--- src/rtl/sd_spi_pkg.sv ---
// Shared types and constants for the SD-over-SPI responder: FSM states,
// command indices, tokens and the R1 status encoder.
package sd_spi_pkg;

  typedef enum logic [3:0] {
    IDLE, CMD_RX, NCR, R1, RD_GAP, RD_TOKEN, RD_DATA, RD_CRC,
    WR_WAIT, WR_DATA, WR_CRC, WR_RESP, WR_BUSY
  } state_t;

  localparam logic [5:0] CMD_GO_IDLE      = 6'd0;
  localparam logic [5:0] CMD_SET_BLOCKLEN = 6'd16;
  localparam logic [5:0] CMD_READ_SINGLE  = 6'd17;
  localparam logic [5:0] CMD_WRITE_SINGLE = 6'd24;
  localparam logic [5:0] CMD_SD_SEND_OP   = 6'd41;
  localparam logic [5:0] CMD_APP          = 6'd55;

  localparam logic [7:0] TOKEN_START       = 8'hFE;
  localparam logic [7:0] TOKEN_DATA_ACCEPT = 8'h05;
  localparam logic [7:0] BYTE_IDLE         = 8'hFF;
  localparam logic [7:0] R1_IN_IDLE        = 8'h01;
  localparam logic [7:0] R1_ILLEGAL        = 8'h04;

  localparam int unsigned BLOCK_BYTES = 512;
  localparam logic [8:0]  ADDR_LAST   = 9'(BLOCK_BYTES - 1);

  // app is the "previous command was CMD55" flag, idle the current in_idle bit.
  function automatic logic [7:0] r1_for(input logic [5:0] idx, input logic app,
                                        input logic idle);
    logic [7:0] status;
    logic [7:0] result;
    status = {7'd0, idle};
    case (idx)
      CMD_GO_IDLE:                       result = R1_IN_IDLE;
      CMD_APP, CMD_SET_BLOCKLEN:         result = status;
      CMD_SD_SEND_OP:                    result = app ? 8'h00 : (R1_ILLEGAL | status);
      CMD_READ_SINGLE, CMD_WRITE_SINGLE: result = idle ? (R1_ILLEGAL | R1_IN_IDLE) : 8'h00;
      default:                           result = R1_ILLEGAL | status;
    endcase
    return result;
  endfunction

endpackage

--- src/rtl/spi_slave_byte.sv ---
// Mode-0 SPI byte engine: synchronizes cs/sclk/mosi into clk, frames bytes,
// pulses rx_valid per received byte and tx_load when tx_byte is taken.
module spi_slave_byte
  import sd_spi_pkg::*;
#(
  parameter int unsigned SYNC_STAGES = 2
) (
  input  logic       clk,
  input  logic       rst,
  input  logic       cs,
  input  logic       sclk,
  input  logic       mosi,
  output logic       miso,
  output logic       active,
  output logic [7:0] rx_byte,
  output logic       rx_valid,
  input  logic [7:0] tx_byte,
  output logic       tx_load
);

  logic [SYNC_STAGES-1:0] cs_sync, sclk_sync, mosi_sync;
  logic       sclk_prev;
  logic [2:0] bit_cnt;
  logic [6:0] rx_shift;
  logic [6:0] tx_shift;
  logic       sclk_s, mosi_s, rise, fall;

  assign sclk_s = sclk_sync[SYNC_STAGES-1];
  assign mosi_s = mosi_sync[SYNC_STAGES-1];
  assign active = ~cs_sync[SYNC_STAGES-1];
  assign rise   = sclk_s & ~sclk_prev;
  assign fall   = ~sclk_s & sclk_prev;

  always_ff @(posedge clk) begin
    if (rst) begin
      cs_sync   <= '1;
      sclk_sync <= '0;
      mosi_sync <= '0;
      sclk_prev <= 1'b0;
      bit_cnt   <= '0;
      rx_shift  <= '0;
      rx_byte   <= '0;
      rx_valid  <= 1'b0;
      tx_shift  <= BYTE_IDLE[6:0];
      tx_load   <= 1'b0;
      miso      <= 1'b1;
    end else begin
      cs_sync   <= SYNC_STAGES'({cs_sync, cs});
      sclk_sync <= SYNC_STAGES'({sclk_sync, sclk});
      mosi_sync <= SYNC_STAGES'({mosi_sync, mosi});
      sclk_prev <= sclk_s;
      rx_valid  <= 1'b0;
      tx_load   <= 1'b0;
      if (!active) begin
        bit_cnt  <= '0;
        miso     <= 1'b1;
        tx_shift <= BYTE_IDLE[6:0];
      end else begin
        if (rise) begin
          rx_shift <= {rx_shift[5:0], mosi_s};
          bit_cnt  <= bit_cnt + 3'd1;
          if (bit_cnt == 3'd7) begin
            rx_byte  <= {rx_shift, mosi_s};
            rx_valid <= 1'b1;
          end
        end
        // The falling edge that closes a byte puts the next byte's MSB on miso.
        if (fall) begin
          if (bit_cnt == 3'd0) begin
            miso     <= tx_byte[7];
            tx_shift <= tx_byte[6:0];
            tx_load  <= 1'b1;
          end else begin
            miso     <= tx_shift[6];
            tx_shift <= {tx_shift[5:0], 1'b1};
          end
        end
      end
    end
  end

endmodule

--- src/rtl/sd_spi_responder.sv ---
// SD-card SPI-mode responder: decodes 6-byte commands, answers R1 and runs
// single-block read (CMD17) and write (CMD24) transfers against a byte memory.
module sd_spi_responder
  import sd_spi_pkg::*;
#(
  parameter int unsigned BUSY_BYTES  = 4,
  parameter int unsigned SYNC_STAGES = 2
) (
  input  logic        clk,
  input  logic        rst,
  input  logic        cs,
  input  logic        sclk,
  input  logic        mosi,
  output logic        miso,
  output logic [31:0] blk_addr,
  output logic [8:0]  mem_addr,
  input  logic [7:0]  mem_rdata,
  output logic [7:0]  mem_wdata,
  output logic        mem_we,
  output logic        cmd_valid,
  output logic [5:0]  cmd_index
);

  localparam logic [8:0] BUSY_LAST = 9'(BUSY_BYTES - 1);

  logic        active, rx_valid, tx_load;
  logic [7:0]  rx_byte, tx_byte;
  state_t      state;
  logic [8:0]  cnt;
  logic [5:0]  cur_index;
  logic [31:0] arg;
  logic [7:0]  r1_resp;
  logic        in_idle, app_cmd, rd_go, wr_go;

  spi_slave_byte #(.SYNC_STAGES(SYNC_STAGES)) u_byte (
    .clk      (clk),
    .rst      (rst),
    .cs       (cs),
    .sclk     (sclk),
    .mosi     (mosi),
    .miso     (miso),
    .active   (active),
    .rx_byte  (rx_byte),
    .rx_valid (rx_valid),
    .tx_byte  (tx_byte),
    .tx_load  (tx_load)
  );

  // Every decision is taken at rx_valid and chooses the byte for the next slot.
  always_ff @(posedge clk) begin
    if (rst) begin
      state     <= IDLE;
      cnt       <= '0;
      cur_index <= '0;
      arg       <= '0;
      r1_resp   <= BYTE_IDLE;
      in_idle   <= 1'b1;
      app_cmd   <= 1'b0;
      rd_go     <= 1'b0;
      wr_go     <= 1'b0;
      tx_byte   <= BYTE_IDLE;
      blk_addr  <= '0;
      mem_addr  <= '0;
      mem_wdata <= '0;
      mem_we    <= 1'b0;
      cmd_valid <= 1'b0;
      cmd_index <= '0;
    end else begin
      mem_we    <= 1'b0;
      cmd_valid <= 1'b0;
      if (!active) begin
        state   <= IDLE;
        cnt     <= '0;
        tx_byte <= BYTE_IDLE;
      end else if (rx_valid) begin
        tx_byte <= BYTE_IDLE;
        case (state)
          IDLE: if (rx_byte[7:6] == 2'b01) begin
            cur_index <= rx_byte[5:0];
            cnt       <= '0;
            state     <= CMD_RX;
          end
          CMD_RX: if (cnt != 9'd4) begin
            arg <= {arg[23:0], rx_byte};
            cnt <= cnt + 9'd1;
          end else begin
            cmd_valid <= 1'b1;
            cmd_index <= cur_index;
            app_cmd   <= (cur_index == CMD_APP);
            r1_resp   <= r1_for(cur_index, app_cmd, in_idle);
            rd_go     <= (cur_index == CMD_READ_SINGLE) && !in_idle;
            wr_go     <= (cur_index == CMD_WRITE_SINGLE) && !in_idle;
            if ((cur_index == CMD_READ_SINGLE || cur_index == CMD_WRITE_SINGLE) && !in_idle)
              blk_addr <= arg;
            if (cur_index == CMD_GO_IDLE)
              in_idle <= 1'b1;
            else if (cur_index == CMD_SD_SEND_OP && app_cmd)
              in_idle <= 1'b0;
            state <= NCR;
          end
          NCR: begin
            tx_byte <= r1_resp;
            state   <= R1;
          end
          R1: if (rd_go) begin
            mem_addr <= '0;
            state    <= RD_GAP;
          end else if (wr_go) begin
            state <= WR_WAIT;
          end else begin
            state <= IDLE;
          end
          RD_GAP: begin
            tx_byte <= TOKEN_START;
            state   <= RD_TOKEN;
          end
          RD_TOKEN: begin
            tx_byte <= mem_rdata;
            cnt     <= '0;
            state   <= RD_DATA;
          end
          RD_DATA: if (cnt == ADDR_LAST) begin
            cnt   <= '0;
            state <= RD_CRC;
          end else begin
            tx_byte <= mem_rdata;
            cnt     <= cnt + 9'd1;
          end
          RD_CRC: if (cnt == '0) cnt <= 9'd1;
                  else state <= IDLE;
          WR_WAIT: if (rx_byte == TOKEN_START) begin
            cnt   <= '0;
            state <= WR_DATA;
          end
          WR_DATA: begin
            mem_we    <= 1'b1;
            mem_wdata <= rx_byte;
            mem_addr  <= cnt;
            if (cnt == ADDR_LAST) begin
              cnt   <= '0;
              state <= WR_CRC;
            end else begin
              cnt <= cnt + 9'd1;
            end
          end
          WR_CRC: if (cnt == '0) begin
            cnt <= 9'd1;
          end else begin
            tx_byte <= TOKEN_DATA_ACCEPT;
            state   <= WR_RESP;
          end
          WR_RESP: if (BUSY_BYTES == 0) begin
            state <= IDLE;
          end else begin
            tx_byte <= '0;
            cnt     <= '0;
            state   <= WR_BUSY;
          end
          WR_BUSY: if (cnt == BUSY_LAST) begin
            state <= IDLE;
          end else begin
            tx_byte <= '0;
            cnt     <= cnt + 9'd1;
          end
          default: state <= IDLE;
        endcase
      end else if (tx_load && state == RD_DATA && mem_addr != ADDR_LAST) begin
        // Advance the read address as soon as a data byte is taken, a full byte ahead.
        mem_addr <= mem_addr + 9'd1;
      end
    end
  end

endmodule

--- config.mk ---
export PLATFORM = sky130hd
export DESIGN_NAME = sd_spi_responder
export DESIGN_NICKNAME = d
export VERILOG_FILES = /design/src/rtl/sd_spi_pkg.sv /design/src/rtl/spi_slave_byte.sv /design/src/rtl/sd_spi_responder.sv
export SDC_FILE = /design/constraint.sdc
export NUM_CORES = 1
export LEC_CHECK = 0
export BUFFER_PORTS_ARGS = -buffer_cell sky130_fd_sc_hd__buf_2
export CAP_MARGIN = 20
export CORE_MARGIN = 2
export CORE_UTILIZATION = 53
export DETAILED_ROUTE_END_ITERATION = 12
export PLACE_DENSITY_LB_ADDON = 0.2
export SLEW_MARGIN = 10
export SYNTH_ARGS = -nofsm -noshare
export SYNTH_HDL_FRONTEND = slang
export SYNTH_HIERARCHICAL = 1
export SYNTH_SLANG_ARGS = --single-unit
--- constraint.sdc ---
create_clock -name clk -period 2.15 [get_ports clk]
set_input_delay 0.43 -clock clk [delete_from_list [all_inputs] [get_ports clk]]
set_output_delay 0.43 -clock clk [all_outputs]
set_load 0.05 [all_outputs]
### After elaboration in Yosys (flattened, before gate mapping)

Cells that the tools add are included.

| storage, ports and cells | value |
|---|---|
| flip-flop bits (word level) | 163 |
| input port bits | 13 |
| output and inout port bits | 58 |
| logic and storage cells | 150 |

| operators by class | value |
|---|---|
| add/subtract/negate cells | 3 |
| equality and inequality tests | 37 |
| mux-type cells | 37 |
| bitwise operators | 10 |
| reductions and logical operators | 36 |

Operators by type and width:

| kind | count |
|---|---|
| two-way mux 9 bit | 9 |
| one-hot mux 9 bit (7 select lines) | 1 |
| one-hot mux 8 bit (7 select lines) | 1 |
| one-hot mux 4 bit (13 select lines) | 1 |
| two-way mux 4 bit | 10 |
| two-way mux 8 bit | 3 |
| == test 4 bit (second input constant) | 5 |
| inequality test 2 bit (second input constant) | 10 |
| adder 9 x 1 -> 9 bit (second input constant) | 2 |
| == test 6 x 5 -> 1 bit (second input constant) | 3 |
| one-hot mux 9 bit (2 select lines) | 1 |
| == test 4 x 3 -> 1 bit (second input constant) | 4 |
| AND reduction 4 bit | 4 |
| == test 6 bit (second input constant) | 2 |
| one-hot mux 3 bit (4 select lines) | 1 |
| OR reduction 2 bit | 6 |
| AND reduction 5 bit | 2 |
| == test 9 x 2 -> 1 bit (second input constant) | 1 |
| == test 9 bit (second input constant) | 1 |
| zero test 9 bit | 1 |
| inequality test 9 x 3 -> 1 bit (second input constant) | 1 |
| inequality test 9 bit (second input constant) | 1 |
| AND reduction 9 bit | 1 |
| OR reduction 3 bit | 3 |
| 25 further kinds | 49 |

### Logic depth before layout (Yosys ltp)

| depth | value |
|---|---|
| depth in word-level cells | 5 |
| gate-level depth with buffers | 10 |
| gate-level depth less buffers | 10 |

### Modules after synthesis

Netlist, hierarchy kept.

By module, submodules not included:

| module | times used | cells an instance | area an instance (um^2) | seq. area each (um^2) |
|---|---|---|---|---|
| sd_spi_responder | 1 | 689 | 5529.1 | 2462.4 |
| spi_slave_byte | 1 | 135 | 1316.3 | 700.7 |

### Least setup slack after synthesis

OpenSTA, ideal clock, no wires.

| path | value |
|---|---|
| path kind | register -> register |
| start | register mem_addr[0] |
| end | register mem_addr[1] |
| setup time | 0.091 ns |
| arrival time | 2.241 ns |
| required time | 2.059 ns |
| setup slack | -0.182 ns |
| cell stages (with the launch flop) | 11 |
| buffers on the path | 1 |
| period minus slack after synthesis | 2.332 ns |
| path through | dfxtp_1 -> ha_1 -> nand2_1 -> nor2_1 -> and4_1 -> ha_1 -> nor4_1 -> o21a_2 -> buf_4 -> nor2_1 -> a311oi_1 |

| between the ends | value |
|---|---|
| word-level cells in the longest chain between the ends | 4 |
| elaborated cells on any way between the ends | 7 |
| those cells by class | add/sub (1); eq/ne (1); mux (2); reduce/logical (3) |

Ends and longest elaborated chain:

| what | RTL line | source |
|---|---|---|
| start, declared | sd_spi_responder.sv:16 | `output logic [8:0] mem_addr,` |
| start signal, assigned | sd_spi_responder.sv:138 | `mem_addr <= cnt;` |
| start signal, assigned | sd_spi_responder.sv:169 | `mem_addr <= mem_addr + 9'd1;` |
| branches (longest 4 deep; another with adder 9 x 1 -> 9 bit) | -- |  |

Several ways; the timed one is not identified. The select of a mux whose other input is x is not followed.
A chain may end at the register's enable or synchronous reset.

### Worst setup path after layout

| path | value |
|---|---|
| start | register cnt[0] |
| end | register cnt[5] |

| between the ends | value |
|---|---|
| word-level cells in the longest chain between the ends | 3 |
| elaborated cells on any way between the ends | 13 |
| those cells by class | add/sub (1); eq/ne (6); mux (4); reduce/logical (2) |

Ends and longest elaborated chain:

| what | RTL line | source |
|---|---|---|
| start, declared | sd_spi_responder.sv:29 | `logic [8:0] cnt;` |
| start signal, assigned | sd_spi_responder.sv:85 | `cnt <= cnt + 9'd1;` |
| start signal, assigned | sd_spi_responder.sv:127 | `cnt <= cnt + 9'd1;` |
| start signal, assigned | sd_spi_responder.sv:143 | `cnt <= cnt + 9'd1;` |
| adder 9 x 1 -> 9 bit, or another cell as far along | -- |  |
| two-way mux 9 bit, or another cell as far along | sd_spi_responder.sv:159 | `WR_BUSY: if (cnt == BUSY_LAST) begin` |
| one-hot mux 9 bit (7 select lines) / AND reduction 7 bit (equally long branches) | -- |  |

Several ways; a longest one is shown, not always the timed one. The select of a mux whose other input is x is not followed.

==> results.md <==
- Status: finished, violations left
- Failing checks: negative setup slack
- Total Nets Final: 946
- Final instance area: around 8600 µm²
- Hold Path Class: in2reg
- Vias in the first global route: 6,066
- Die width: 118 µm
- Placer Congestion: 0.895
- Power share of the clock group: 0.512
- Worst rel slew slack: 0.671
- HP Start: cs
- Endpoints failing hold: 0
- Initial antenna violation count: 0
- CTS tree: yes
- Max IR drop VDD: 674 µV
- Final setup viols: 8
- Tcrit/Tclk final: 1.04
- Max Freq: about 450 MHz
- CTS Root Cell: clkbuf_16
- Via density per instance: ~5.8
- Worst skew pair latency: 0.43 ns
- Reg clk slew, reported paths: around 0.070 ns
- Reg-to-reg slack, setup: -0.08 ns
- DRC: 0
- Top cell type's share of synthesized area: 0.462
- CORE AREA: ~13,000 µm²
- Area grow syn2layout: 25.7%
- First-pass DRT Iterations: 5
- Total power: 0.00619 W
- Syn Inst Count: 824
- Seq pwr share: 0.474
- Syn Area/Cell: 8.31 µm²
- Die area: 13,800 µm²
- Min-Delay Path Depth: 2
- Gr ovfl total: 0
- Initial core utilization: 0.542
- EDFF count, synth: 0
- First-pass GRT wire length: 29.3 mm
- ANT cells: 0
- Worst Hold Path EP: u_byte/cs_sync[0]
- Layout cell share with drive strength beyond 1: 0.234
- Startpoint class of the critical path: register
- Internal power: around 0.0048 W
- I/O pin count: ~70
- PD cells: 719 nW/µm²
- Via count: roughly 6.4k
- Worst Max-Slew Pin Slew: 0.488 ns
- Inserted Clock Buffers: 17
- Synth Register Bits: around 160
- Layout Skew: 0.00794 ns
- Reg2reg end: cnt[5]
- Mapped Area: 6850 µm²
- Row count: just over 40
- Syn Nets: ~850
- Hpwl dp: 11.3 mm
- Synth warn: 6
- Max Buffers Root-to-Sink: 2
- Final worst slack: -0.0788 ns
- CTS Sinks: 158
- Area post-placement: 7660 µm²
- Routed wire length per instance: 15.8 µm
- Final Core Density: 0.682
- Synth async-reset ratio: 0
- P_leak: 3.33 nW
- Final slew viol count: 0
- RR Startpoint: cnt[0]
- # port buffers: 70
- Req. time, crit path: 2.51 ns
- Die height: 118 µm
- Yosys cell types: 70
- Inst Count DP: 1,065
- Sequential share of the synthesized area: 0.462
- H-tree depth: 4
- Unrepaired setup endpoints after global routing: true
- Dominant synthesized flop cell: dfxtp_1
- Pin count of the biggest net entering global routing: just under 70
- Post-Layout Cell Count: 1,109
- Iter 0 DRT Violations: 663
- Logic pwr share: 0.014
- All-Layer GR Usage: 0.254
- Worst-path fanout max: 6
- Arr. time, crit path: ~2.6 ns
- R2R depth: 10
- Synth area leaders: dfxtp_1, nand2_1, a21oi_1
- ANT nets after route: 0
- Area leader, netlist: dfxtp_1
- Fin crit period: around 2.2 ns
- Drt total wl: 17.5 mm
- Sw frac: 0.217
- Psw: approximately 0.0013 W
- Crit Path Category: reg2reg
- Critical path endpoint category: register
- Max cap viols: 0
- Setup TNS Final: -0.404 ns
[synth_stat cells (all sizes together) (8+ instances only)]
master / n
o21ai: 34
a2bb2oi: 8
ha: 9
nor2b: 16
nand2: 200
clkbuf: 29
a211oi: 9
nor2: 50
nand3: 10
buf: 24
nor3: 9
nand2b: 8
inv: 11
mux2i: 24
a21oi: 111
dfxtp: 158
[per-stage QoR]
stage | worst slack (ns) | hold WS (ns)
floorplan | -0.0384 | 0.389
global placement | -0.0892 | 0.402
detailed placement | -0.192 | 0.427
CTS | -0.0916 | 0.173
global route | -0.134 | 0.192
finish | -0.0788 | 0.182
[worst max-delay path: stages, from the launching register on]
cell and delay [ns]:
dfxtp_4 0.36, ha_4 0.16, and3_4 0.19, nand3_4 0.07, nor2_4 0.05, ha_4 0.16
or4bb_4 0.52, a21oi_4 0.18, nor2_4 0.07, o211a_1 0.24, o22ai_1 0.15
[flip-flops by register name (all words and copies together) (netlist names), 2 cells and up]
signal,flops
u_byte/bit_cnt,3
cur_index,6
cmd_index,6
u_byte/cs_sync,2
u_byte/rx_byte,8
mem_wdata,8
state,4
tx_byte,8
u_byte/mosi_sync,2
r1_resp,3
u_byte/tx_shift,7
blk_addr,32
arg,32
u_byte/sclk_sync,2
mem_addr,9
u_byte/rx_shift,7
cnt,9
[placed cells by master, fill, tap and decap left out, types with 7 or more instances in the layout]
master	Yosys	final
nand3_1	9	8
a21oi_1	111	108
o21ai_0	29	24
buf_2	18	69
a2bb2oi_1	7	7
mux2i_1	24	24
inv_1	11	10
dfxtp_1	158	153
nor2b_1	16	16
nand2_1	199	199
buf_4	3	57
o21ai_1	5	9
nand2b_1	8	8
nor2_1	50	45
nor3_1	7	7
clkbuf_16	0	18
o221ai_1	7	7
[power by group through the flow]
| stage | clock (W) | sequential, W | combinational (W) |
|---|---|---|---|
| floorplan | 0 | 0.00300 | 0.0000586 |
| global placement | 0 | 0.00300 | 0.0000838 |
| detailed placement | 0 | 0.00300 | 0.0000863 |
| CTS | 0.00320 | 0.00293 | 0.0000871 |
| global route | 0.00333 | 0.00293 | 0.0000974 |
| finish | 0.00317 | 0.00293 | 0.0000880 |
[worst max-delay path by stage]
stage	depth (start not counted)	end	slack, ns	start
after CTS	10	cnt[7]	-0.09	cnt[0]
after global placement	9	state[0]	-0.09	cnt[1]
final	10	cnt[5]	-0.08	cnt[0]
after global routing	9	blk_addr[12]	-0.13	cnt[3]
after detailed placement	9	state[0]	-0.19	cnt[1]
after floorplan	10	mem_addr[1]	-0.04	mem_addr[0]
[repair_timing]
item,CTS,global route
resized for setup,18,24
buffers inserted,7,2
hold buffers,0,0
pin swaps,12,13
endpoints found under the setup margin,38,63
cloned,2,1
[layer usage]
layer	share of wire	vias up	global-route usage	routed length, µm
met5	0	-	0	0
met4	0.015	0	0.0896	259
met3	0.056	24	0.0475	984
met2	0.48	216	0.412	8430
met1	0.45	3103	0.340	7860
li1	-	3083	-	-
[kinds of logic (layout without fill, tap and decap cells)]
group / after synthesis / in the layout / share of synthesized area
mux: 24 / 24 / 0.0351
simple gates: 354 / 354 / 0.251
compound gates: 213 / 214 / 0.191
xor+xnor: 2 / 2 / 0.00256
fa+ha+maj: 9 / 9 / 0.0165
flops: 158 / 158 / 0.462
buf+inv: 64 / 176 / 0.0413
[final cells by class]
class / instances / area, µm²
Clock buffer: 19 / 443
Clock inverter: 13 / 181
Fill cell: 1066 / 4020
Inverter: 11 / 41.3
Multi-Input combinational cell: 603 / 3620
Sequential cell: 158 / 3170
Tap cell: 172 / 215
Timing Repair Buffer: 133 / 926
Note: power is estimated with default switching activity, not from simulation.
